## src/rtl/alu_mul_seq.sv

```systemverilog
// ---------------------------------------------------------------------------
// alu_mul_seq
//
// Purpose
//   Multi-cycle 16-bit shift-and-add multiplier controller. A private Hack
//   ALU performs every accumulation. Its control is tied to x+y, so that ALU
//   is the block's only adder. The result is the low 16 bits of a*b, which
//   are the same for signed and unsigned operands. zr/ng are registered
//   from the final product.
//
// Parameters
//   EARLY_EXIT  1: finish as soon as the remaining multiplier bits are zero
//               0: always perform 16 steps
//
// Ports
//   clk      in   1   rising-edge clock
//   rst      in   1   synchronous, active-high reset
//   start    in   1   operation request, sampled only while idle
//   a        in  16   multiplicand, captured on an accepted start
//   b        in  16   multiplier, captured on an accepted start
//   busy     out  1   high while calculating and in the done cycle
//   done     out  1   one-cycle completion pulse
//   product  out 16   low 16 bits of a*b, held until the next accepted start
//   zr       out  1   product == 0 (registered)
//   ng       out  1   product[15]  (registered)
//
// Also contains module alu, the Hack ALU used as the accumulator adder.
// ---------------------------------------------------------------------------

// ---------------------------------------------------------------------------
// alu : Hack ALU
//   x, y            in  16  operands
//   zx,nx,zy,ny,f,no in  1  Hack control bits
//   out             out 16  result
//   zr, ng          out  1  out == 0, out[15]
// ---------------------------------------------------------------------------
module alu (
    input  logic [15:0] x,
    input  logic [15:0] y,
    input  logic        zx,
    input  logic        nx,
    input  logic        zy,
    input  logic        ny,
    input  logic        f,
    input  logic        no,
    output logic [15:0] out,
    output logic        zr,
    output logic        ng
);

    logic [15:0] x_z;
    logic [15:0] x_n;
    logic [15:0] y_z;
    logic [15:0] y_n;
    logic [15:0] f_out;

    always_comb begin
        x_z   = zx ? 16'h0000 : x;
        x_n   = nx ? ~x_z : x_z;
        y_z   = zy ? 16'h0000 : y;
        y_n   = ny ? ~y_z : y_z;
        // Modulo-2^16 add: the carry out of bit 15 is dropped.
        f_out = f ? (x_n + y_n) : (x_n & y_n);
        out   = no ? ~f_out : f_out;
        zr    = (out == 16'h0000);
        ng    = out[15];
    end

endmodule

// ---------------------------------------------------------------------------
// alu_mul_seq : top
// ---------------------------------------------------------------------------
module alu_mul_seq #(
    parameter bit EARLY_EXIT = 1'b1
) (
    input  logic        clk,
    input  logic        rst,
    input  logic        start,
    input  logic [15:0] a,
    input  logic [15:0] b,
    output logic        busy,
    output logic        done,
    output logic [15:0] product,
    output logic        zr,
    output logic        ng
);

    localparam int DATA_W = 16;

    typedef enum logic [1:0] {
        IDLE = 2'd0,
        CALC = 2'd1,
        DONE = 2'd2
    } state_t;

    state_t state;
    state_t state_nxt;

    logic [DATA_W-1:0] acc;
    logic [DATA_W-1:0] m;
    logic [DATA_W-1:0] q;
    logic [3:0]        cnt;

    logic [DATA_W-1:0] alu_out;
    logic              alu_zr_unused;
    logic              alu_ng_unused;

    logic [DATA_W-1:0] acc_nxt;
    logic              last_step;

    // Accumulator adder: x = acc, y = m, control {zx,nx,zy,ny,f,no} = 000010.
    // The ALU flags are not used; zr/ng come from acc when the result
    // is committed.
    alu u_alu (
        .x   (acc),
        .y   (m),
        .zx  (1'b0),
        .nx  (1'b0),
        .zy  (1'b0),
        .ny  (1'b0),
        .f   (1'b1),
        .no  (1'b0),
        .out (alu_out),
        .zr  (alu_zr_unused),
        .ng  (alu_ng_unused)
    );

    // One shift-and-add step: add the shifted multiplicand only when the
    // current multiplier bit is set.
    always_comb begin
        acc_nxt = q[0] ? alu_out : acc;
        if (EARLY_EXIT) begin
            // q[15:1] is what remains after this step's shift. Once it is
            // zero, later steps could not change acc.
            last_step = (q[DATA_W-1:1] == '0) || (cnt == 4'd15);
        end else begin
            last_step = (cnt == 4'd15);
        end
    end

    // State register.
    always_ff @(posedge clk) begin
        if (rst) begin
            state <= IDLE;
        end else begin
            state <= state_nxt;
        end
    end

    // Next-state logic.
    always_comb begin
        state_nxt = state;
        unique case (state)
            IDLE:    if (start) state_nxt = CALC;
            CALC:    if (last_step) state_nxt = DONE;
            DONE:    state_nxt = IDLE;
            default: state_nxt = IDLE;
        endcase
    end

    // Datapath and result registers. Reset clears everything, so an
    // interrupted operation leaves no trace in product/zr/ng.
    always_ff @(posedge clk) begin
        if (rst) begin
            acc     <= '0;
            m       <= '0;
            q       <= '0;
            cnt     <= '0;
            product <= '0;
            zr      <= 1'b1;
            ng      <= 1'b0;
        end else begin
            unique case (state)
                IDLE: begin
                    if (start) begin
                        acc <= '0;
                        m   <= a;
                        q   <= b;
                        cnt <= '0;
                    end
                end
                CALC: begin
                    acc <= acc_nxt;
                    // Bits shifted out of m past bit 15 are lost.
                    m   <= {m[DATA_W-2:0], 1'b0};
                    q   <= {1'b0, q[DATA_W-1:1]};
                    cnt <= cnt + 4'd1;
                    // The result is committed on the step that exits CALC,
                    // including that step's own accumulation.
                    if (last_step) begin
                        product <= acc_nxt;
                        zr      <= (acc_nxt == '0);
                        ng      <= acc_nxt[DATA_W-1];
                    end
                end
                default: begin
                end
            endcase
        end
    end

    // Status decoded from the state register only; starts that arrive
    // while busy are ignored.
    assign busy = (state != IDLE);
    assign done = (state == DONE);

endmodule
```

## config.mk

```make
export PLATFORM = sky130hd
export DESIGN_NAME = alu_mul_seq
export DESIGN_NICKNAME = d
export VERILOG_FILES = /design/src/rtl/alu_mul_seq.sv
export SDC_FILE = /design/constraint.sdc
export NUM_CORES = 1
export LEC_CHECK = 0
export CAP_MARGIN = 10
export CORE_AREA = 2 2 112 114
export CTS_CLUSTER_DIAMETER = 50
export DETAILED_ROUTE_END_ITERATION = 7
export DIE_AREA = 0 0 114 116
export GPL_ROUTABILITY_DRIVEN = 0
export GPL_TIMING_DRIVEN = 0
export SYNTH_ARGS = -nofsm -noshare
export SYNTH_HDL_FRONTEND = slang
export SYNTH_SLANG_ARGS = --single-unit
export TNS_END_PERCENT = 5
```

## constraint.sdc

```tcl
create_clock -name clk -period 3.4 [get_ports clk]
set_input_delay 0.51 -clock clk [delete_from_list [all_inputs] [get_ports clk]]
set_output_delay 0.51 -clock clk [all_outputs]
set_load 0.005 [all_outputs]
```

Word-level counts from Yosys, hierarchy flattened
Index checks and enable logic that the tools add are counted.

operators by class
  reduce and logical (&&, ||, !) cells = 9
  multiplexer cells = 12
  $add $sub $neg = 2
  equal/unequal tests = 5

operators by type and width
  operator                                                          count
  16-bit one-hot mux with 2 select lines                            3
  16-bit two-way mux                                                4
  16-bit adder                                                      1
  16-bit logical NOT                                                1
  15-bit logical NOT                                                1
  4-bit one-hot mux with 2 select lines                             1
  2-bit AND reduction                                               3
  4-bit by 1-bit adder with 4-bit output (second input constant)    1
  4-bit == test (second input constant)                             1
  2-bit two-way mux                                                 2
  4-bit two-way mux                                                 1
  2-bit inequality test (second input constant)                     2
  2-bit one-hot mux with 2 select lines                             1
  2-bit nonzero test                                                2
  2-bit by 1-bit == test with 1-bit output (second input constant)  1
  2-bit == test (second input constant)                             1
  2-bit logical NOT                                                 1
  1-bit logical OR                                                  1

storage, ports and cells
  input port bits = 35
  logic and storage cells = 36
  register bits = 72

Longest topological paths before layout
  depth after elaboration = 4
  depth in mapped cells = 10
  depth with buffers taken out = 10

Cells and area by module
A second synthesis with hierarchy kept.

second synthesis, totals
  cells, all modules = 701
  area, all modules = 5412.7 µm²

modules (own cells, without submodules)
  module       times used  cells an instance  area an instance (µm²)  sequential area each (µm²)
  alu_mul_seq  1           430                3482.1                  1421.4
  alu          1           271                1930.6                  0.0

Least setup slack after synthesis
No wires, ideal clock.

  path kind = reg-to-reg
  from = register acc[0]
  to = register zr
  slack = 857 ps
  data arrival time = 2484 ps
  cell stages (with the launch flop) = 11
  path through = dfxtp_1 > ha_1 > fa_1 > a21oi_2 > o211a_4 > o211ai_2 > a21oi_1 > mux2_4 > a2111oi_4 > and4_1 > a31o_1

on the way
  word-level cells in the longest chain between the ends = 3

RTL lines
  item                    RTL line  text
  start, declared         100       logic [DATA_W-1:0] acc;
  start signal, assigned  184       acc <= acc_nxt;
  16-bit adder            63        f_out = f ? (x_n + y_n) : (x_n & y_n);
  16-bit two-way mux (*)  132       acc_nxt = q[0] ? alu_out : acc;
  16-bit logical NOT (*)  193       zr <= (acc_nxt == '0);
  end signal, assigned    193
  end, declared           85        output logic zr,

Every way passes the cells marked *; elsewhere a longest branch is shown, timed or not.
A chain may end at the register's enable or synchronous reset.

Final worst setup path
Same ends and word-level chain as after synthesis.

==> impl_metrics.toml <==
[cells_and_area]
fin_nets = 602
n_antenna_cell = 0
syn2layout_area_growth_pct = 26.1
design_area_um2 = 4870
layout.cells.most_common = "nor2_1"
mostFrequentLayoutCells = "nor2_1, dfxtp_1, clkdlybuf4s50_1"
drive_above_1_share = 0.0613

[synthesis]
synth_top_area_share = 0.368
async_flop_share = 0
ys_types = 64
yosysSeqAreaShare = 0.368
syn_nets = 538
postSynthAreaPerCell_um2 = 7.94
ys_seq_elements = 71
synthFlopType = "dfxtp_1"
yosysTopAreaCell = "dfxtp_1"
synthesis.area_um2 = 3860
synth_edf_count = 0
ys_warn_count = 0
synthTopCellsByArea = "dfxtp_1, nor2_1, a21oi_1"
postSynthCellCount = 486

[worst_hold_path]
hold_start = "product[11]$_SDFFE_PP0P_"
hold_path_class = "reg -> reg"

[critical_path]
critPathMaxFanout = 4
cp-startpoint = "acc[0]$_SDFFE_PP0P_"
worstPathRequired_ns = 3.67
startpoint_type = "register"
worstSetupPathType = "reg -> reg"
arrival_ns = 3.16
cp-end-kind = "register"
r2r-start = "acc[0]$_SDFFE_PP0P_"

[sta]
finalSetupViolCount = 0
fin_crit_ns = 2.88
tightest_slew_ns = 0.949
slew_headroom = 0.365
tns_ns = 0
hold_viol_final = 0
period_share = 0.847
whs_ns = 0.478
skew_ns = 0.00732
rsz0062_at_grt = "no"
worst_slack_ns = 0.519
drv_slew = 0
clock.fmax_mhz = 347

[power_and_ir_drop]
combPwrFrac = 0.210
p_clk_frac = 0.392
p_leak_nw = 1.91
power_density_nw_per_um2 = 490
sw_frac_of_total = 0.290
switching_power_mw = 0.691
ir_drop_mv = 0.240
seq_power_share = 0.398
power_mw = 2.38
intPower_mw = 1.69

[global_routing]
grt_overflow = 0
grtUsageTotal = 0.169
grt_pass1_vias = 3506
grt_pass1_wl_um = 17600
grt_max_degree = 12
antenna_found_initial = 0

[run]
maxCapViolCount = 0

[cts]
cts_tree = "built"
clkSinkCount = 71
holdBufCountCts = 0
post_cts_buffers = 0
root_buffer = "clkbuf_16"
insertion_delay_ns = 0.33
cts.reportedPaths.clkPinSlew_ns = 0.06
cts-buffers-inserted = 9
htree_num_levels = 3
post_cts_resized = 0
cts_buffer_depth = 2

[drt]
drc = 0
wl_per_cell_um = 15.6
viasPerCell = 5.27
drt-initial-drc-count = 240
drt_pass1_iterations = 5
totalWireLength_um = 10900
num_vias = 3697
ant_nets = 0

[floorplanning]
initial_utilization = 0.324
die_h_um = 116
core-area_um2 = 11900
io_pins = 55
rows = 40
die_area_um2 = 13200
die_width_um = 114

[placed_design]
dpl_cell_area_um2 = 4580
dpl.hpwl_um = 8130
pre_cts_slack_ns = 0.401
port_buffers = 53

[status]
outcome = "finished, final reports clean"
[per-layer routing]
| layer | global-route usage | routed length [µm] | up-vias |
|---|---|---|---|
| met1 | 0.226 | 5140 | 1723 |
| met5 | 0 | 0 | - |
| met2 | 0.280 | 5050 | 121 |
| met3 | 0.0361 | 604 | 10 |
| met4 | 0.0431 | 131 | 0 |
| li1 | - | - | 1843 |
[stage by stage]
step	utilization	std cells
after CTS	0.409	702
after global placement	0.384	686
after detailed placement	0.384	686
final	0.409	702
after global routing	0.409	702
after floorplan	-	486
[kinds of logic (layout without fill, tap and decap cells)]
logic type / count (synthesis) / in the layout / share of synthesized area
buffers and inverters: 38 / 107 / 0.0402
AND/OR/NAND/NOR: 215 / 215 / 0.263
XOR/XNOR: 12 / 12 / 0.0272
AO/OA/AOI/OAI: 121 / 121 / 0.211
adder cells (fa/ha/maj): 17 / 17 / 0.0570
flip-flops: 71 / 71 / 0.368
multiplexers: 12 / 12 / 0.0327
[state kept, by name, summed over array words and instances, names as in the netlist]
signal	cells
product	16
q	16
state	2
zr	1
m	16
cnt	4
acc	16
[power groups by stage]
stage	Sequential, mW	Clock (mW)	Combinational (mW)
final	0.949	0.933	0.500
after global routing	0.955	0.985	0.557
after CTS	0.947	0.950	0.499
after detailed placement	0.965	0	0.495
after global placement	0.963	0	0.486
after floorplan	0.945	0	0.346
[critical path: stages, from the launching register on]
cell       delay, ns
dfxtp_1         0.33
ha_1            0.23
fa_1            0.42
a21oi_2         0.21
o21bai_1        0.11
xor2_1          0.16
mux2i_1         0.36
nand4_1         0.24
a2111oi_4       0.40
and4_1          0.23
a31o_1          0.14
[cell usage after synthesis, types with 2 or more instances]
library cell	count
or3_1	4
nor2b_1	24
clkbuf_1	22
xor2_1	5
a311oi_1	2
a32o_1	2
mux2i_1	10
a222oi_1	3
or2_2	2
nand3_1	6
nor2_1	97
a21boi_0	2
and4_1	2
xnor2_1	7
buf_1	2
nand2_1	32
nor3_1	25
and3_1	4
a21oi_1	41
nor4_1	3
a22oi_1	4
dfxtp_1	71
a22o_1	5
buf_4	3
a21o_1	2
nand4_1	3
nand2b_1	4
a211oi_1	14
inv_1	9
ha_1	16
o21ai_0	27
[final timing paths]
path         slack [ns]                       end  depth (start not counted)
min reg2reg        0.48  product[11]$_SDFFE_PP0P_                          2
min                0.48  product[11]$_SDFFE_PP0P_                          2
max                0.52           zr$_SDFFE_PP1P_                         10
max reg2reg        0.52           zr$_SDFFE_PP1P_                         10
[area by class of cell]
class	count	area [µm²]
inverters	10	37.5
multi-input cells	377	2280
plain buffers	28	118
flip-flops and latches	71	1420
fillers	1242	7040
repair buffers	53	531
well taps	147	184
clock buffers	12	246
clock inverters	4	45.0
Power figures use the tool's default switching activity.
